==> src/rtl/rx_frame_ctrl.sv <==
// rx_frame_ctrl: optical-line frame receiver (start=1, LSB-first payload, stop=0) with valid/ready output hold.
module rx_frame_ctrl #(
    parameter int BIT_PERIOD = 54,
    parameter int DATA_BITS  = 8
) (
    input  logic                 clock,
    input  logic                 reset,
    input  logic                 enable,
    input  logic                 rx_in,
    input  logic                 data_ready,
    output logic [DATA_BITS-1:0] data_out,
    output logic                 data_valid,
    output logic                 frame_err,
    output logic                 overrun,
    output logic                 busy
);
    localparam int H  = BIT_PERIOD / 2;
    localparam int CW = $clog2(BIT_PERIOD);
    localparam int BW = $clog2(DATA_BITS + 1);

    typedef enum logic [2:0] {IDLE, START, DATA, STOP, RECOVER} state_t;

    state_t               state_q, state_d;
    logic [1:0]           sync_q;
    logic [CW-1:0]        cnt_q, cnt_d;
    logic [BW-1:0]        bit_q, bit_d;
    logic [DATA_BITS-1:0] shift_q, shift_d, dout_q, dout_d;
    logic                 valid_q, valid_d, ferr_q, ferr_d, ovr_q, ovr_d;
    logic                 rx_s, tick, complete, load;

    assign rx_s = sync_q[1];
    assign tick = cnt_q == CW'(BIT_PERIOD - 1);

    always_comb begin
        state_d  = state_q;
        cnt_d    = cnt_q + CW'(1);
        bit_d    = bit_q;
        shift_d  = shift_q;
        complete = 1'b0;
        ferr_d   = 1'b0;
        case (state_q)
            IDLE: begin
                cnt_d = '0;
                bit_d = '0;
                if (rx_s) begin
                    state_d = START;
                    shift_d = '0;
                end
            end
            START: if (cnt_q == CW'(H - 1)) begin
                cnt_d   = '0;
                state_d = rx_s ? DATA : IDLE;
            end
            DATA: if (tick) begin
                cnt_d   = '0;
                shift_d = (shift_q >> 1) | (DATA_BITS'(rx_s) << (DATA_BITS - 1));
                bit_d   = bit_q + BW'(1);
                if (bit_q == BW'(DATA_BITS - 1)) state_d = STOP;
            end
            STOP: if (tick) begin
                cnt_d    = '0;
                ferr_d   = rx_s;
                complete = !rx_s;
                state_d  = rx_s ? RECOVER : IDLE;
            end
            RECOVER: begin
                cnt_d = '0;
                if (!rx_s) state_d = IDLE;
            end
            default: state_d = IDLE;
        endcase
        // Dropping enable wins over any sample taken in the same cycle.
        if (!enable) begin
            state_d  = IDLE;
            cnt_d    = '0;
            complete = 1'b0;
            ferr_d   = 1'b0;
        end
        load    = complete && (!valid_q || data_ready);
        dout_d  = load ? shift_q : dout_q;
        valid_d = load || (valid_q && !data_ready);
        ovr_d   = complete && valid_q && !data_ready;
    end

    always_ff @(posedge clock) begin
        if (reset) begin
            state_q <= IDLE;
            sync_q  <= '0;
            cnt_q   <= '0;
            bit_q   <= '0;
            shift_q <= '0;
            dout_q  <= '0;
            valid_q <= 1'b0;
            ferr_q  <= 1'b0;
            ovr_q   <= 1'b0;
        end else begin
            state_q <= state_d;
            sync_q  <= {sync_q[0], rx_in};
            cnt_q   <= cnt_d;
            bit_q   <= bit_d;
            shift_q <= shift_d;
            dout_q  <= dout_d;
            valid_q <= valid_d;
            ferr_q  <= ferr_d;
            ovr_q   <= ovr_d;
        end
    end

    assign data_out   = dout_q;
    assign data_valid = valid_q;
    assign frame_err  = ferr_q;
    assign overrun    = ovr_q;
    assign busy       = state_q != IDLE;
endmodule

==> config.mk <==
export PLATFORM = sky130hd
export DESIGN_NAME = rx_frame_ctrl
export DESIGN_NICKNAME = d
export VERILOG_FILES = /design/src/rtl/rx_frame_ctrl.sv
export SDC_FILE = /design/constraint.sdc
export NUM_CORES = 1
export LEC_CHECK = 0
export ABC_AREA = 1
export CORE_MARGIN = 2
export CORE_UTILIZATION = 55
export DETAILED_ROUTE_END_ITERATION = 10
export PLACE_DENSITY = 0.88
export SLEW_MARGIN = 10
export SYNTH_ARGS = -nofsm -noshare
export SYNTH_HDL_FRONTEND = slang
export SYNTH_SLANG_ARGS = --single-unit
==> constraint.sdc <==
create_clock -name clock -period 1.7 [get_ports clock]
set_input_delay 0.17 -clock clock [delete_from_list [all_inputs] [get_ports clock]]
set_output_delay 0.17 -clock clock [all_outputs]
set_load 0.02 [all_outputs]
Word level (Yosys, flattened, before mapping)
Cells that the tools add are included.

storage, ports and cells
  input bits = 5
  register bits = 34
  output and inout bits = 12
  word-level logic and storage cells = 67

cells by class
  bitwise gates (word level) = 4
  muxes and demuxes = 20
  reductions and logical operators = 19
  eq/ne operators = 13
  add/subtract/negate cells = 2

operators by type and width
  kind                                                             count
  3-bit two-way mux                                                7
  6-bit case mux with 3 select lines                               1
  8-bit two-way mux                                                2
  8-bit case mux with 2 select lines                               1
  3-bit case mux with 5 select lines                               1
  6-bit two-way mux                                                2
  2-bit != test, second input constant                             6
  7-bit by 8-bit OR with 8-bit output                              1
  4-bit case mux with 2 select lines                               1
  6-bit by 1-bit adder with 6-bit output, second input constant    1
  3-bit by 2-bit == test with 1-bit output, second input constant  2
  6-bit by 5-bit == test with 1-bit output, second input constant  1
  6-bit == test, second input constant                             1
  6-bit AND reduction                                              1
  2-bit OR reduction                                               3
  4-bit by 1-bit adder with 4-bit output, second input constant    1
  4-bit by 3-bit == test with 1-bit output, second input constant  1
  1-bit logical AND                                                4
  4-bit two-way mux                                                1
  4-bit OR reduction                                               1
  3-bit by 1-bit == test with 1-bit output, second input constant  1
  3-bit == test, second input constant                             1
  1-bit logical NOT                                                3
  3-bit logical NOT                                                1
  8 further kinds                                                  13

Depth between registers and ports, before layout
Gate-level depths: netlist of run 1.

  depth after elaboration = 6
  mapped depth = 11
  gate-level depth less buffers = 10

Worst setup path before layout of run 1
No wires, ideal clock.

  path type = flip-flop to flip-flop
  from = register cnt_q[0]
  to = register shift_q[0]
  stages on the path, launching flop included = 10
  data required time = 1.586 ns
  setup slack = 0.305 ns
  data arrival time = 1.281 ns
  buffers on the path = 1
  cells stage by stage = dfxtp_1 ha_1 nand3_2 nor2_4 nand2_2 nand2_4 nand2_2 buf_6 a21oi_1 nor2_1

between the ends
  longest elaborated chain between the ends = 3

RTL lines
  item                                  line  RTL
  start: declaration                    25    logic [CW-1:0] cnt_q, cnt_d;
  start signal: assignment              99    cnt_q <= cnt_d;
  6-bit == test                         32    assign tick = cnt_q == CW'(BIT_PERIOD - 1);
  2-bit != test (no source line)        -
  3-bit AND reduction (no source line)  -
  end signal: assignment                101   shift_q <= shift_d;
  end: declaration                      27    logic [DATA_BITS-1:0] shift_q, shift_d, dout_q, dout_d;

Every way passes these cells.
A chain may end at the register's enable or synchronous reset.

Final worst setup path of run 1
  from = register dout_q[6] (netlist: data_out[6])
  to = output data_out[6]

RTL lines
  item                      line  RTL
  start: declaration        27
  start signal: assignment  102   dout_q <= dout_d;
  end: declaration          11    output logic [DATA_BITS-1:0] data_out,

No word-level cell between the ends.

==> flow_summary_export.csv, run 1 <==
group,metric,value,unit
status,outcome,"finished, final reports clean",
global_routing,top_usage_layer,"met2",
floorplanning,die_h,58.2,um
synthesis,yosysTopAreaCell,"dfxtp_1",
job,maxCapViolCount,0,
timing,max_freq,675,MHz
global_routing,grt_pass1_vias,1187,
cts,clock_sinks,34,
final_layout,layout_common_cells,"nand2_1, nor2_1, inv_1",
critical_path,critPathLaunchType,"register",
power_and_ir_drop,power_density,934,nW/um^2
final_layout,layout.cells.non_filler,283,
timing,slew_headroom,79.0,%
route,first_pass_iters,4,
synthesis,yosysUniqueCellTypes,27,
timing,fin_crit_sh,87.1,%
synthesis,yosysWarnings,0,
timing,min_period,1.48,ns
floorplanning,initial_core_util,58.0,%
global_routing,grt_pass1_wl,4930,um
synthesis,synthCells,228,
cts,cts_buffer_depth,2,
placement,dp.cells,275,
placement,port_buffers,16,
global_routing,met2_usage,28.2,%
final_layout,syn_to_final_growth,16.4,%
cts,cts_root_buf,"clkbuf_4",
final_layout,fillCellCount,245,
synthesis,syn_area,1610,um^2
synthesis,ys_top_cells_by_area,"dfxtp_1, nand2_1, nor2_1",
placement,gp_congestion,0.843,
critical_path,cp_num_buf_inv,1,
timing,hold_viol,0,
floorplanning,io_pins,17,
cts,cts_tree,"yes",
synthesis,syn_area_per_cell,7.07,um^2
route,num_vias,1357,
final_layout,diodes,0,
final_layout,final_area,1880,um^2
route,drt_iter0_markers,65,
floorplanning,rows,19,
route,drtAntennaViolNets,0,
timing,setup_viol,0,
route,drt_wl_total,2830,um
global_routing,met3_usage,4.02,%
cts,path_clk_slew,0.11,ns
synthesis,synth-seq-cells,34,
placement,place_area,1800,um^2
timing,fin_hold_ws,0.350,ns
route,route.detailed.drc,0,
global_routing,overflow,0,
synthesis,synth_top_area_share,42.2,%
synthesis,seq_area_frac_synth,42.2,%
floorplanning,fp.dieArea,3380,um^2
cts,cts_max_level,2,
timing,setup_tns,0,ns
timing,slew_violations,0,
floorplanning,die_width,58.2,um
timing,rsz0062_at_grt,"false",
critical_path,end_kind,"primary output",
critical_path,critical_path_class,"register to primary output",
critical_path,cp_data_required_time,1.53,ns
critical_path,critical_path_peak_fanout,2,
cts,cts_buffers,5,
synthesis,syn_nets,237,
min_path,hp-class,"input pin to register",
global_routing,grt_use_total,19.3,%
critical_path,crit_family,"buffers and inverters",
cts,clock_latency,0.34,ns
power_and_ir_drop,peakVddDrop,0.000991,V
final_layout,layout_commonest_cell,"nand2_1",
timing,finClkSkew,0.0129,ns
critical_path,cp_data_arrival_time,1.31,ns
global_routing,use_met1,26.3,%
placement,place_hpwl,2100,um
final_layout,multiInputGateArea,743,um^2
final_layout,drive_above_1_share,11.1,%
critical_path,crit_chain,"clkdlybuf4s50_1",
route,wl_per_cell,9.99,um
critical_path,cpMaxStageDelayCell,"clkdlybuf4s50_1",
final_layout,fin_nets,260,
timing,tightest_slew,0.314,ns
route,drt-vias-per-instance,4.80,
global_routing,grt_max_degree,17,
floorplanning,core,2780,um^2
final_layout,final-seq-area,684,um^2
critical_path,max_stage_delay,0.61,ns
cts,cts_hold_buf,0,
power_and_ir_drop,p_leak,0.854,nW
final_layout,postLayoutCoreUtil,67.5,%
global_routing,antenna_found_initial,0,
## kinds of logic after synthesis
family / share of synthesized area [%]
and+or+nand+nor: 34.5
adders and majority gates: 3.10
DFF: 42.2
AOI/OAI and AO/OA: 6.28
xor gates and xnor gates: 2.17
buffers and inverters: 11.7
## synthesized netlist by cell type (all sizes together)
cell,number
buf,3
nand2,57
xor2,3
o21ai,5
nor2,47
inv,36
nand4,1
a21oi,13
xnor2,1
o21bai,1
nand3b,4
nor3,2
dfxtp,34
nor4,1
nand3,14
ha,4
clkbuf,2
## state kept, by name, indices dropped and copies added (netlist names)
| name | flops |
|---|---|
| shift_q | 8 |
| frame_err | 1 |
| bit_q | 4 |
| cnt_q | 6 |
| state_q | 3 |
| data_valid | 1 |
| data_out | 8 |
| overrun | 1 |
| sync_q | 2 |
## cell type report
cell class              count  area share [%]
well taps                  31            2.07
multi-input cells         153            39.6
clock buffers               5            2.00
inverters                  36            7.33
flip-flops and latches     34            36.4
repair buffers             21            10.5
clock inverters             3            2.13
## metrics by stage
step | power (mW) | setup WS, ns
2_1_floorplan | 1.13 | 0.305
3_3_place_gp | 1.19 | 0.200
3_5_place_dp | 1.20 | 0.154
4_1_cts | 1.77 | 0.200
5_1_grt | 1.85 | 0.0473
6_report | 1.75 | 0.219
## worst paths after layout
path | start | endpoint | slack, ns | cells after the start
worst min-delay path | rx_in | sync_q[0]$_SDFF_PP0_ | 0.35 | 3
worst min register to register | sync_q[0]$_SDFF_PP0_ | sync_q[1]$_SDFF_PP0_ | 0.41 | 2
worst max-delay path | data_out[6]$_SDFFE_PP0P_ | data_out[6] | 0.22 | 1
worst max register to register | cnt_q[1]$_SDFF_PP0_ | shift_q[0]$_SDFFE_PP0P_ | 0.23 | 9
## power breakdown
group          total (mW)  leakage, nW  internal, mW  switching, mW
sequential          0.860        0.276         0.829         0.0308
combinational       0.319        0.532         0.112          0.207
clock               0.576       0.0450         0.304          0.271
total                1.75        0.854          1.25          0.509
## repair_timing
action / 4_1_cts / 5_1_grt
buffers inserted: 0 / 0
setup endpoints to repair: 1 / 0
gates resized for setup: 4 / 0
## metal layers
metal  up-vias  share of wire, %
met5         -                 0
met4         0               1.9
met3         7               3.8
met2        21                43
met1       581                51
li1        748                 -
Note: power is estimated with default switching activity, not from simulation.
==> run 2: changes to the inputs <==
--- a/config.mk
+++ b/config.mk
@@ -8,6 +8,7 @@
 export ABC_AREA = 1
 export CORE_MARGIN = 2
 export CORE_UTILIZATION = 55
+export CTS_CLUSTER_DIAMETER = 50
 export DETAILED_ROUTE_END_ITERATION = 10
 export PLACE_DENSITY = 0.88
 export SLEW_MARGIN = 10
==> results of run 2 <==
Same layout as run 1: the final DEF is identical, and so are final timing and power.
==> run 3: changes to the inputs <==
--- a/config.mk
+++ b/config.mk
@@ -10,7 +10,7 @@
 export CORE_UTILIZATION = 55
 export CTS_CLUSTER_DIAMETER = 50
 export DETAILED_ROUTE_END_ITERATION = 10
-export PLACE_DENSITY = 0.88
+export PLACE_DENSITY_LB_ADDON = 0.1
 export SLEW_MARGIN = 10
 export SYNTH_ARGS = -nofsm -noshare
 export SYNTH_HDL_FRONTEND = slang
==> flow_summary_export.csv, run 3 (synthesis gave the netlist of run 1 again) <==
group,metric,value,unit
placement,gp_congestion,0.787,
cts,path_clk_slew,0.10,ns
critical_path,reg2reg_slack,0.20,ns
critical_path,max_stage_delay,0.35,ns
critical_path,critical_path_peak_fanout,11,
global_routing,antenna_found_initial,0,
cts,cts_root_buf,"clkbuf_4",
global_routing,grt_pass1_vias,1189,
placement,place_hpwl,2150,um
timing,fin_ws,0.202,ns
final_layout,drive_above_1_share,10.4,%
critical_path,cp_common_cell,"nand2_2",
cts,cts_max_level,2,
power_and_ir_drop,power_density,951,nW/um^2
cts,post_cts_buffers,0,
floorplanning,fp.dieArea,3380,um^2
cts,clock_latency,0.34,ns
timing,finClkSkew,0.00941,ns
critical_path,cp_data_arrival_time,1.75,ns
floorplanning,io_pins,17,
timing,setup_tns,0,ns
power_and_ir_drop,peakVddDrop,0.000824,V
critical_path,crit_chain,"inv_1 > ha_1 > nand3_2 > nor2_4 > nand2_2 > nand2_4 > nand2_2 > a21oi_1 > nor2_1",
cts,cts_tree,"yes",
global_routing,grt_pass1_wl,5120,um
timing,fin_crit_sh,88.1,%
route,num_vias,1360,
cts,clock_sinks,34,
final_layout,fin_nets,259,
floorplanning,die_width,58.2,um
route,drt_wl_total,2920,um
floorplanning,die_h,58.2,um
final_layout,layout_common_cells,"nand2_1, nor2_1, inv_1",
critical_path,critical_path_class,"register to register",
critical_path,cp_data_required_time,1.95,ns
global_routing,grt_use_total,20.1,%
critical_path,cp_num_buf_inv,1,
timing,setup_viol,0,
final_layout,layout.cells.non_filler,281,
critical_path,end_kind,"register",
cts,cts_buffers,5,
floorplanning,rows,19,
critical_path,crit_family,"simple AND/OR/NAND/NOR gates",
placement,dp.cells,274,
status,outcome,"finished, final reports clean",
timing,tightest_slew,0.410,ns
final_layout,diodes,0,
route,wl_per_cell,10.4,um
timing,slew_violations,0,
final_layout,fillCellCount,252,
global_routing,grt_max_degree,17,
timing,rsz0062_at_grt,"false",
job,maxCapViolCount,0,
floorplanning,initial_core_util,58.0,%
route,drtAntennaViolNets,0,
power_and_ir_drop,p_leak,0.848,nW
timing,min_period,1.50,ns
placement,dp_slack,0.133,ns
global_routing,overflow,0,
final_layout,layout_commonest_cell,"nand2_1",
timing,hold_viol,0,
timing,max_freq,668,MHz
min_path,hp-class,"input pin to register",
critical_path,critPathLaunchType,"register",
critical_path,cpMaxStageDelayCell,"dfxtp_1",
placement,port_buffers,16,
final_layout,syn_to_final_growth,16.2,%
cts,cts_buffer_depth,2,
timing,slew_headroom,72.6,%
route,route.detailed.drc,0,
route,drt_iter0_markers,72,
route,drt-vias-per-instance,4.84,
route,first_pass_iters,4,
floorplanning,core,2780,um^2
## run 3: area by class of cell
| type | instances | area (um^2) | share of cell area (%) |
|---|---|---|---|
| repair buffers | 20 | 189 | 10.1 |
| flip-flops and latches | 34 | 684 | 36.5 |
| multi-input cells | 153 | 743 | 39.7 |
| clock inverters | 1 | 30.0 | 1.60 |
| inverters | 36 | 138 | 7.34 |
| clock buffers | 6 | 51.3 | 2.74 |
| well taps | 31 | 38.8 | 2.07 |
## run 3: worst register-to-register path: cells and delay by family (launching register included)
family | cells | cell delay, ns
simple gates | 6 | 0.69
buf+inv | 1 | 0.06
fa+ha+maj | 1 | 0.15
flops | 1 | 0.35
compound gates | 1 | 0.17
## run 3: worst paths after layout
check | start | to | depth (start not counted)
worst max-delay path | cnt_q[1]$_SDFF_PP0_ | shift_q[0]$_SDFFE_PP0P_ | 9
worst min-delay path | rx_in | sync_q[0]$_SDFF_PP0_ | 3
worst max register to register | cnt_q[1]$_SDFF_PP0_ | shift_q[0]$_SDFFE_PP0P_ | 9
worst min register to register | sync_q[0]$_SDFF_PP0_ | sync_q[1]$_SDFF_PP0_ | 2
## run 3: where the power goes
part           internal, mW  total (mW)  switching [mW]
clock network         0.342       0.605           0.263
logic                 0.110       0.317           0.207
registers             0.829       0.861          0.0318
total                  1.28        1.78           0.502
## run 3: per-layer routing
| metal | vias up | global-route usage, % | share of wire [%] |
|---|---|---|---|
| met5 | - | 0 | 0 |
| met4 | 0 | 9.97 | 1.3 |
| met3 | 6 | 5.36 | 4.0 |
| met2 | 22 | 32.0 | 46 |
| met1 | 592 | 25.0 | 48 |
| li1 | 740 | - | - |
## run 3: what timing repair did
item	in CTS	in global routing
hold buffers	0	0
setup endpoints to repair	1	0
gates resized for setup	4	0
## run 3: stage by stage
stage          util [%]  hold slack, ns  power (mW)  instance area [um^2]
2_1_floorplan         -           0.277        1.13                  1610
3_3_place_gp       64.4           0.389        1.20                  1790
3_5_place_dp       64.4           0.399        1.20                  1790
4_1_cts            67.4           0.330        1.80                  1870
5_1_grt            67.4           0.339        1.88                  1870
6_report           67.4           0.338        1.78                  1870
